<file path="config.mk">
export PLATFORM = sky130hd
export DESIGN_NAME = bcd_event_counter
export DESIGN_NICKNAME = d
export VERILOG_FILES = /design/src/rtl/bcd_event_counter.sv
export SDC_FILE = /design/constraint.sdc
export NUM_CORES = 1
export LEC_CHECK = 0
export BUFFER_PORTS_ARGS = -buffer_cell sky130_fd_sc_hd__buf_2
export CAP_MARGIN = 20
export CORE_MARGIN = 8
export CORE_UTILIZATION = 42
export CTS_BUF_LIST = sky130_fd_sc_hd__clkbuf_8 sky130_fd_sc_hd__clkbuf_16
export CTS_CLUSTER_SIZE = 24
export DETAILED_ROUTE_END_ITERATION = 10
export RECOVER_POWER = 25
export REMOVE_ABC_BUFFERS = 1
export SETUP_SLACK_MARGIN = 0.05
export SLEW_MARGIN = 10
export SYNTH_ARGS = -nofsm -noshare
export SYNTH_HDL_FRONTEND = slang
export SYNTH_SLANG_ARGS = --single-unit
</file>
<file path="constraint.sdc">
create_clock -name clk -period 2.2 [get_ports clk]
set_input_delay 0.11 -clock clk [delete_from_list [all_inputs] [get_ports clk]]
set_output_delay 0.11 -clock clk [all_outputs]
set_load 0.005 [all_outputs]
</file>
<file path="src/rtl/bcd_event_counter.sv">
// Multi-digit BCD up/down counter. Counts timebase ticks or synchronised sensor edges
// and drives a time-multiplexed seven-segment nibble/select pair.
module bcd_event_counter #(
    parameter int unsigned DIGITS      = 2,
    parameter int unsigned DIV_COUNT   = 25_000_000,
    parameter int unsigned SCAN_DIV    = 50_000,
    parameter int unsigned SYNC_STAGES = 2
) (
    input  logic                  clk,
    input  logic                  rst,
    input  logic                  en,
    input  logic                  mode,
    input  logic                  up_dn,
    input  logic                  clr,
    input  logic                  load,
    input  logic [4*DIGITS-1:0]   load_val,
    input  logic                  evt_in,
    output logic [4*DIGITS-1:0]   count,
    output logic                  tick,
    output logic                  carry,
    output logic [3:0]            scan_digit,
    output logic [DIGITS-1:0]     scan_sel
);

    localparam int unsigned DIV_W  = $clog2(DIV_COUNT);
    localparam int unsigned SCAN_W = (SCAN_DIV > 1) ? $clog2(SCAN_DIV) : 1;
    localparam int unsigned IDX_W  = (DIGITS > 1) ? $clog2(DIGITS) : 1;
    localparam int unsigned ARM_W  = $clog2(SYNC_STAGES + 2);

    logic [DIV_W-1:0]       div_cnt;
    logic [SYNC_STAGES-1:0] sync_q;
    logic                   evt_prev;
    logic [ARM_W-1:0]       arm_cnt;
    logic                   armed;
    logic                   evt_pulse;
    logic                   step;
    logic [4*DIGITS-1:0]    inc_val;
    logic [4*DIGITS-1:0]    dec_val;
    logic [4*DIGITS-1:0]    ld_val;
    logic                   all_nines;
    logic                   all_zeros;
    logic [SCAN_W-1:0]      scan_cnt;
    logic [IDX_W-1:0]       scan_idx;

    // Prescaler; tick is registered one cycle early so it lines up with div_cnt == DIV_COUNT-1
    always_ff @(posedge clk) begin
        if (rst) begin
            div_cnt <= '0;
            tick    <= 1'b0;
        end else begin
            div_cnt <= (div_cnt == DIV_W'(DIV_COUNT - 1)) ? '0 : div_cnt + DIV_W'(1);
            tick    <= (div_cnt == DIV_W'(DIV_COUNT - 2));
        end
    end

    // Sensor synchroniser, edge detector and post-reset arming window
    always_ff @(posedge clk) begin
        if (rst) begin
            sync_q   <= '0;
            evt_prev <= 1'b0;
            arm_cnt  <= '0;
        end else begin
            sync_q   <= {sync_q[SYNC_STAGES-2:0], evt_in};
            evt_prev <= sync_q[SYNC_STAGES-1];
            if (!armed) begin
                arm_cnt <= arm_cnt + ARM_W'(1);
            end
        end
    end

    assign armed     = (arm_cnt == ARM_W'(SYNC_STAGES + 1));
    assign evt_pulse = sync_q[SYNC_STAGES-1] & ~evt_prev & armed;
    assign step      = en & (mode ? evt_pulse : tick);

    // Per-nibble BCD increment/decrement chains and load clamping
    always_comb begin
        inc_val   = count;
        dec_val   = count;
        ld_val    = load_val;
        all_nines = 1'b1;
        all_zeros = 1'b1;
        for (int i = 0; i < int'(DIGITS); i++) begin
            if (all_nines) begin
                inc_val[4*i +: 4] = (count[4*i +: 4] == 4'd9) ? 4'd0 : count[4*i +: 4] + 4'd1;
            end
            if (all_zeros) begin
                dec_val[4*i +: 4] = (count[4*i +: 4] == 4'd0) ? 4'd9 : count[4*i +: 4] - 4'd1;
            end
            if (load_val[4*i +: 4] > 4'd9) begin
                ld_val[4*i +: 4] = 4'd9;
            end
            all_nines = all_nines & (count[4*i +: 4] == 4'd9);
            all_zeros = all_zeros & (count[4*i +: 4] == 4'd0);
        end
    end

    // Count register: clr > load > step > hold; carry marks a full wrap
    always_ff @(posedge clk) begin
        if (rst) begin
            count <= '0;
            carry <= 1'b0;
        end else begin
            carry <= 1'b0;
            if (clr) begin
                count <= '0;
            end else if (load) begin
                count <= ld_val;
            end else if (step) begin
                count <= up_dn ? inc_val : dec_val;
                carry <= up_dn ? all_nines : all_zeros;
            end
        end
    end

    // Display scan: slot counter, digit index and one-hot select move together
    always_ff @(posedge clk) begin
        if (rst) begin
            scan_cnt <= '0;
            scan_idx <= '0;
            scan_sel <= DIGITS'(1);
        end else if (scan_cnt == SCAN_W'(SCAN_DIV - 1)) begin
            scan_cnt <= '0;
            if (scan_idx == IDX_W'(DIGITS - 1)) begin
                scan_idx <= '0;
                scan_sel <= DIGITS'(1);
            end else begin
                scan_idx <= scan_idx + IDX_W'(1);
                scan_sel <= scan_sel << 1;
            end
        end else begin
            scan_cnt <= scan_cnt + SCAN_W'(1);
        end
    end

    always_comb begin
        scan_digit = count[3:0];
        for (int i = 1; i < int'(DIGITS); i++) begin
            if (scan_idx == IDX_W'(i)) begin
                scan_digit = count[4*i +: 4];
            end
        end
    end

endmodule
</file>
* Word-level counts from Yosys, hierarchy flattened *
Index checks and enable logic that the tools add are counted.

operators by class
  add/sub/neg operators = 8
  multipliers = 0
  div/mod/pow operators = 0
  magnitude comparators = 2
  equality and inequality tests = 7
  shift-type cells = 0
  muxes and demuxes = 16
  bitwise logic cells = 7
  reductions and logical operators = 9

operators by type and width
  operator                                              count
  == test 25 bit, second input constant                 2
  two-way mux 4 bit                                     9
  adder 25 x 1 -> 25 bit, second input constant         1
  two-way mux 8 bit                                     3
  adder 16 x 1 -> 16 bit, second input constant         1
  == test 16 bit, second input constant                 1
  adder 4 x 1 -> 4 bit, second input constant           2
  == test 4 bit, second input constant                  2
  greater-than comparator 4 bit, second input constant  2
  zero test 4 bit                                       2
  subtractor 4 x 1 -> 4 bit, second input constant      2
  OR reduction 2 bit                                    3
  AND 1 bit                                             5
  OR reduction 4 bit                                    1
  two-way mux 1 bit                                     3
  != test 3 x 1 -> 1 bit, second input constant         1
  AND reduction 3 bit                                   1
  nonzero test 3 bit                                    1
  adder 2 x 1 -> 2 bit, second input constant           1
  == test 2 bit, second input constant                  1
  two-way mux 2 bit                                     1
  NOT 1 bit                                             2
  nonzero test 2 bit                                    1
  adder 1 bit, second input constant                    1

word-level totals
  register bits after elaboration = 59
  bits in latches = 0
  RAM bits = 0
  bits in read-only memories = 0
  input bits = 16
  output and inout bits = 16
  word-level logic and storage cells = 60
  memories kept = 0

* Longest topological paths before layout *
Gate-level depths: netlist of the first run.

  word-level depth = 7
  depth in mapped cells = 7
  depth with buffers taken out = 6

* Least setup slack after synthesis of the first run *
Ideal clock, no wire load.

  kind = register to register
  start point = register arm_cnt[0]
  end point = register count[4]
  setup time = 0.086 ns
  data arrival time = 1.909 ns
  data required time = 2.114 ns
  path slack = 0.205 ns
  cell stages (with the launch flop) = 8
  buffers on the path = 1
  clock period less this slack = 1.995 ns
  path through = dfxtp_1 ha_1 nand4b_2 a21boi_4 or4b_1 buf_2 xor2_1 a221oi_2

between the ends
  longest elaborated chain between the ends = 6

RTL lines
  item                                  RTL line  RTL
  start, declared                       33        logic [ARM_W-1:0] arm_cnt;
  start signal, assigned                66        arm_cnt <= arm_cnt + ARM_W'(1);
  == test 2 bit                         71        assign armed = (arm_cnt == ARM_W'(SYNC_STAGES + 1));
  AND 1 bit                             72        assign evt_pulse = sync_q[SYNC_STAGES-1] & ~evt_prev & armed;
  two-way mux 1 bit                     73        assign step = en & (mode ? evt_pulse : tick);
  AND 1 bit                             73
  nonzero test 2 bit (no source line)   n/a
  AND reduction 3 bit (no source line)  n/a
  end signal, assigned                  107       count <= ld_val;
  end signal, assigned                  109       count <= up_dn ? inc_val : dec_val;
  end, declared                         18        output logic [4*DIGITS-1:0] count,

Every way passes these cells.
A chain may end at the register's enable or synchronous reset.

* Final worst setup path of the first run *
Same ends and word-level chain as after synthesis.

==> results of run 1 <==
[layer usage]
metal | global-route usage [%] | vias to the layer above | part of all wire (%) | wire [um]
li1 | - | 1268 | - | -
met1 | 14.9 | 1127 | 49 | 2980
met2 | 20.6 | 39 | 45 | 2730
met3 | 5.78 | 7 | 5.2 | 317
met4 | 5.94 | 0 | 1.2 | 74
met5 | 0 | - | 0 | 0
[flip-flops by register name (all words and copies together) (netlist names)]
name and cells:
scan_idx 1, scan_cnt 16, scan_sel 2, evt_prev 1, arm_cnt 2, tick 1, sync_q 2, div_cnt 25
carry 1, count 8
[where the power goes]
| group | leakage [uW] | total (uW) | switching [uW] | internal (uW) |
|---|---|---|---|---|
| Sequential | 0.000478 | 1130 | 31.6 | 1090 |
| Clock | 0.0000885 | 855 | 404 | 451 |
| Combinational | 0.000697 | 158 | 85.8 | 72.7 |
| Total | 0.00126 | 2140 | 522 | 1620 |
[layout make-up]
type                    count  area [um2]  share of cell area, %
clock buffers              11         151                   4.57
clock inverters             3        16.3                  0.491
inverters                  14        52.6                   1.58
multi-input cells         254        1610                   48.5
flip-flops and latches     59        1180                   35.6
well taps                  80         100                   3.02
repair buffers             39         208                   6.26
[through the flow]
step	instance area (um2)	utilization [%]	power [uW]
after floorplan	2830	-	1240
after global placement	3150	46.6	1300
after detailed placement	3150	46.6	1310
after CTS	3330	49.2	2170
after global routing	3320	49.1	2240
final	3320	49.1	2140
[synth_stat cells (5+ instances only)]
library cell,n
a21oi_1,8
and3_1,7
clkbuf_1,14
dfxtp_1,59
inv_1,14
nand2_1,21
nand3_1,22
nand4_1,10
nor2_1,55
nor2b_1,9
nor3_1,7
nor4_1,5
o21ai_0,13
xnor2_1,14
xor2_1,26
[worst min-delay path, cell delays in order]
cell     delay, ns
buf_2         0.08
nor2_1        0.05
o211a_1       0.11
[final timing paths]
check | from | end | slack [ns] | cells after the start
worst max-delay path | arm_cnt[0]$_SDFFE_PP0P_ | count[4]$_SDFFE_PP0P_ | 0.22 | 6
worst min-delay path | clr | count[2]$_SDFFE_PP0P_ | 0.06 | 3
worst max register to register | arm_cnt[0]$_SDFFE_PP0P_ | count[4]$_SDFFE_PP0P_ | 0.22 | 6
worst min register to register | sync_q[0]$_SDFF_PP0_ | sync_q[1]$_SDFF_PP0_ | 0.44 | 1
[logic make-up (layout without fill, tap and decap cells)]
family	after synthesis	after routing
adder cells (fa/ha/maj)	4	4
flip-flops	59	59
XOR/XNOR	40	40
buffers and inverters	31	67
AO/OA/AOI/OAI	48	48
AND/OR/NAND/NOR	159	159
multiplexers	3	3
==> flow_summary.json, run 1 <==
{
  "grt_overflow": 0,
  "rows": 30,
  "final_common_cell": "dfxtp_1",
  "pre_cts_slack_ns": 0.213,
  "grt_max_degree": 20,
  "layout_common_cells": "dfxtp_1, nor2_1, xor2_1",
  "cts_setup_buffers": 0,
  "power_density_mw_per_mm2": 645,
  "startpoint_type": "register",
  "via_count": 2441,
  "synth_top_family_by_area": "simple AND/OR/NAND/NOR gates",
  "timing.fmax_ghz": 0.506,
  "path_cells": "ha_1 -> nand4b_2 -> a21boi_4 -> or4b_1 -> xor2_1 -> a221oi_2",
  "grt_pass1_wl_um": 10600,
  "slew_violations": 0,
  "period_minus_slack_ns": 1.98,
  "synthMuxAreaShare_pct": 1.12,
  "dieWidth_um": 99.1,
  "end_kind": "register",
  "nNetsFinal": 397,
  "clock-sinks": 59,
  "route.detailed.drc": 0,
  "setup_violations": 0,
  "final-hold-violation-count": 0,
  "synth-seq-cells": 59,
  "required_ns": 2.46,
  "cts_resized": 0,
  "vias_per_cell": 5.31,
  "cts_max_path_buffers": 2,
  "clkLatencyLatePin_ns": 0.33,
  "cts_max_level": 3,
  "fin_cells": 460,
  "hold_ws_ns": 0.0556,
  "synth_edf_count": 0,
  "crit_slowest_cell": "or4b_1",
  "antennaDiodeCount": 0,
  "synth_cell_types": 54,
  "fin_ws_ns": 0.223,
  "p_leak_uw": 0.00126,
  "netlist.area_leader.share_pct": 40.7,
  "place_congestion": 0.820,
  "worst_clock_skew_ns": 0.00815,
  "synth_fa_ha_area_share_pct": 1.73,
  "numCtsBuffers": 9,
  "wl_per_cell_um": 13.3,
  "drive_above_1_share_pct": 13.9,
  "dp.cells": 445,
  "core_mm2": 0.00676,
  "crit_family": "simple AND/OR/NAND/NOR gates",
  "rsz0062_at_grt": "false",
  "fin_crit_sh_pct": 89.9,
  "slew_headroom_pct": 68.0,
  "cts-hold-fix-buffers": 1,
  "status": "finished, final reports clean",
  "synth_xor_area_share_pct": 12.1,
  "drv_cap": 0,
  "root_buffer": "clkbuf_8",
  "fp.dieH_um": 99.1,
  "drtIter0Drc": 63,
  "critPathArrivalTime_ns": 2.23,
  "cpPeakStageDelay_ns": 0.56,
  "start_util_pct": 42.9,
  "pin_count": 32,
  "die_area_mm2": 0.00982,
  "min_path_type": "primary input to register",
  "syn2layout_area_growth_pct": 14.4,
  "antenna_found_initial": 0,
  "tns_ns": 0,
  "final_antenna_net_count": 0,
  "worst-path-buf-inv": 0,
  "fill_cells": 654,
  "synth_compound_area_share_pct": 12.0,
  "synth_area_mm2": 0.00290,
  "cts_tree": "built",
  "io_buffer_count": 31,
  "cts.clk_slew.worst_paths_ns": 0.07,
  "syn-mean-instance-area_um2": 8.43,
  "dr.pass1.iters": 4,
  "synth_warnings": 0,
  "synth_cells": 344,
  "critPathMaxFanout": 6,
  "yosys.area_share.simple_pct": 28.2,
  "ys_seq_area_share_pct": 40.7,
  "async_flop_share_pct": 0,
  "synthTopCellsByArea": "dfxtp_1, xor2_1, nor2_1",
  "grtUsageTotal_pct": 13.1,
  "worstSetupPathType": "register to register",
  "hpwl_um": 4260,
  "wirelength_um": 6100,
  "ys.flop_type": "dfxtp_1",
  "worst_pin_slew_ns": 0.479,
  "grt_pass1_vias": 2429,
  "synth_area_leader_cell": "dfxtp_1",
  "peakVddDrop_mv": 0.449
}
No activity file was read; power rests on OpenSTA's default activity.
==> run 2, diff against run 1 <==
Settings changed: SETUP_SLACK_MARGIN 0.05 to 0.4.
==> flow_summary.json, run 2 (synthesized netlist as in run 1, its figures left out) <==
{
  "status": "finished, final reports clean",
  "wl_per_cell_um": 13.7,
  "rsz0062_at_grt": "true",
  "dr.pass1.iters": 4,
  "root_buffer": "clkbuf_8",
  "worstHoldStart": "clr",
  "cts_max_path_buffers": 2,
  "reg.largest.list": "div_cnt (25), scan_cnt (16), count (8)",
  "drv_cap": 0,
  "power_frac_comb_pct": 7.8,
  "worst_clock_skew_ns": 0.00926,
  "die_area_mm2": 0.00982,
  "min_path_type": "primary input to register",
  "cts_max_level": 3,
  "largest_reg_flops": 25,
  "worst_pin_slew_ns": 0.498,
  "setup_violations": 0,
  "clkLatencyLatePin_ns": 0.34,
  "dp.cells": 445,
  "grt_pass1_vias": 2466,
  "final-hold-violation-count": 0,
  "worstSetupPathType": "register to register",
  "syn2layout_area_growth_pct": 16.6,
  "timing.rr.end": "count[5]$_SDFFE_PP0P_",
  "met1_length_um": 2930,
  "drive_above_1_share_pct": 16.5,
  "rows": 30,
  "grt_overflow": 0,
  "core_mm2": 0.00676,
  "slew_violations": 0,
  "route.detailed.drc": 0,
  "pin_count": 32,
  "hold_end": "count[2]$_SDFFE_PP0P_",
  "required_ns": 2.47,
  "numCtsBuffers": 9,
  "antenna_found_initial": 0,
  "internal_power_uw": 1620,
  "rr_startpoint": "arm_cnt[0]$_SDFFE_PP0P_",
  "wirelength_um": 6310,
  "fin_ws_ns": 0.369,
  "utilization_pct": 50.0,
  "fin_cells": 462,
  "hpwl_um": 4260,
  "power_frac_seq_pct": 52.4,
  "tns_ns": 0,
  "topRoutingLayerUsed": "met4",
  "critPathArrivalTime_ns": 2.10,
  "grt_max_degree": 20,
  "startpoint_type": "register",
  "pre_cts_slack_ns": 0.213,
  "timing.fmax_ghz": 0.546,
  "fin_crit_sh_pct": 83.2,
  "final_common_cell": "dfxtp_1",
  "nNetsFinal": 399,
  "start_util_pct": 42.9,
  "rr_worst_depth": 6,
  "reg2reg_setup_slack_ns": 0.37,
  "switchingPower_uw": 529,
  "netSwitchingFraction_pct": 24.6,
  "dieWidth_um": 99.1,
  "grt_pass1_wl_um": 10800,
  "via_count": 2488,
  "critPathMaxFanout": 4,
  "antennaDiodeCount": 0,
  "power_density_mw_per_mm2": 637,
  "dr_wl_met2_um": 2890,
  "io_buffer_count": 31,
  "holdPathStages": 3,
  "fp.dieH_um": 99.1,
  "clock-sinks": 59,
  "drtIter0Drc": 66,
  "place_congestion": 0.820,
  "wl_met3_um": 383,
  "final_antenna_net_count": 0,
  "power_frac_clock_pct": 39.8,
  "layout_common_cells": "dfxtp_1, nor2_1, xor2_1",
  "p_total_uw": 2150,
  "p_leak_uw": 0.00131,
  "peakVddDrop_mv": 0.450,
  "end_kind": "register",
  "period_minus_slack_ns": 1.83,
  "grtUsageTotal_pct": 13.3,
  "slew_headroom_pct": 66.8,
  "top_register": "div_cnt",
  "cts.clk_slew.worst_paths_ns": 0.07,
  "vias_per_cell": 5.39,
  "cts_tree": "built"
}
run 2: changes by cell type in the layout (fill, tap and decap cells not counted), sizes merged:
cell	delta
clkbuf	-2
buf	+4
run 2: power by group through the flow:
stage / combinational, uW / clock [uW] / sequential, uW
global placement: 155 / 0 / 1150
global route: 189 / 932 / 1130
finish: 169 / 857 / 1130
floorplan: 96.6 / 0 / 1140
CTS: 170 / 887 / 1130
detailed placement: 158 / 0 / 1150
run 2: layout make-up:
type	instances	area, um2
clock inverters	3	16.3
inverters	14	52.6
well taps	80	100
multi-input cells	254	1650
clock buffers	11	151
repair buffers	41	229
flip-flops and latches	59	1180
fillers	653	3380
run 2: stage by stage:
stage	hold slack, ns	area, um2
CTS	0.0406	3370
global route	0.0556	3380
finish	0.0545	3380
global placement	0.319	3150
detailed placement	0.332	3150
floorplan	0.179	2830
run 2: what timing repair did:
action | in CTS | in global routing
hold endpoints to repair | 1 | 0
pin swaps | 2 | 2
buffers inserted | 2 | 0
setup endpoints to repair | 3 | 25
hold buffers | 1 | 0
resized for setup | 6 | 9
run 2: worst max-delay path by stage:
stage	from	to	slack (ns)	cells after the start
floorplan	div_cnt[23]$_SDFF_PP0_	div_cnt[10]$_SDFF_PP0_	-0.56	4
global placement	arm_cnt[0]$_SDFFE_PP0P_	count[4]$_SDFFE_PP0P_	0.26	6
detailed placement	arm_cnt[0]$_SDFFE_PP0P_	count[4]$_SDFFE_PP0P_	0.21	6
CTS	arm_cnt[0]$_SDFFE_PP0P_	count[4]$_SDFFE_PP0P_	0.41	6
global route	arm_cnt[0]$_SDFFE_PP0P_	count[4]$_SDFFE_PP0P_	0.27	6
finish	arm_cnt[0]$_SDFFE_PP0P_	count[5]$_SDFFE_PP0P_	0.37	6
run 2: routing by layer:
metal,track usage [%],vias to the layer above
met4,5.82,0
met2,21.3,43
met3,5.85,9
met1,15.0,1165
met5,0,-
li1,-,1271
run 2: worst max-delay path, cell delays in order, from the launching register on:
cell	delay, ns
dfxtp_1	0.35
ha_1	0.23
nand4b_4	0.13
a21boi_4	0.14
or4b_4	0.51
a211oi_1	0.29
a41o_1	0.13
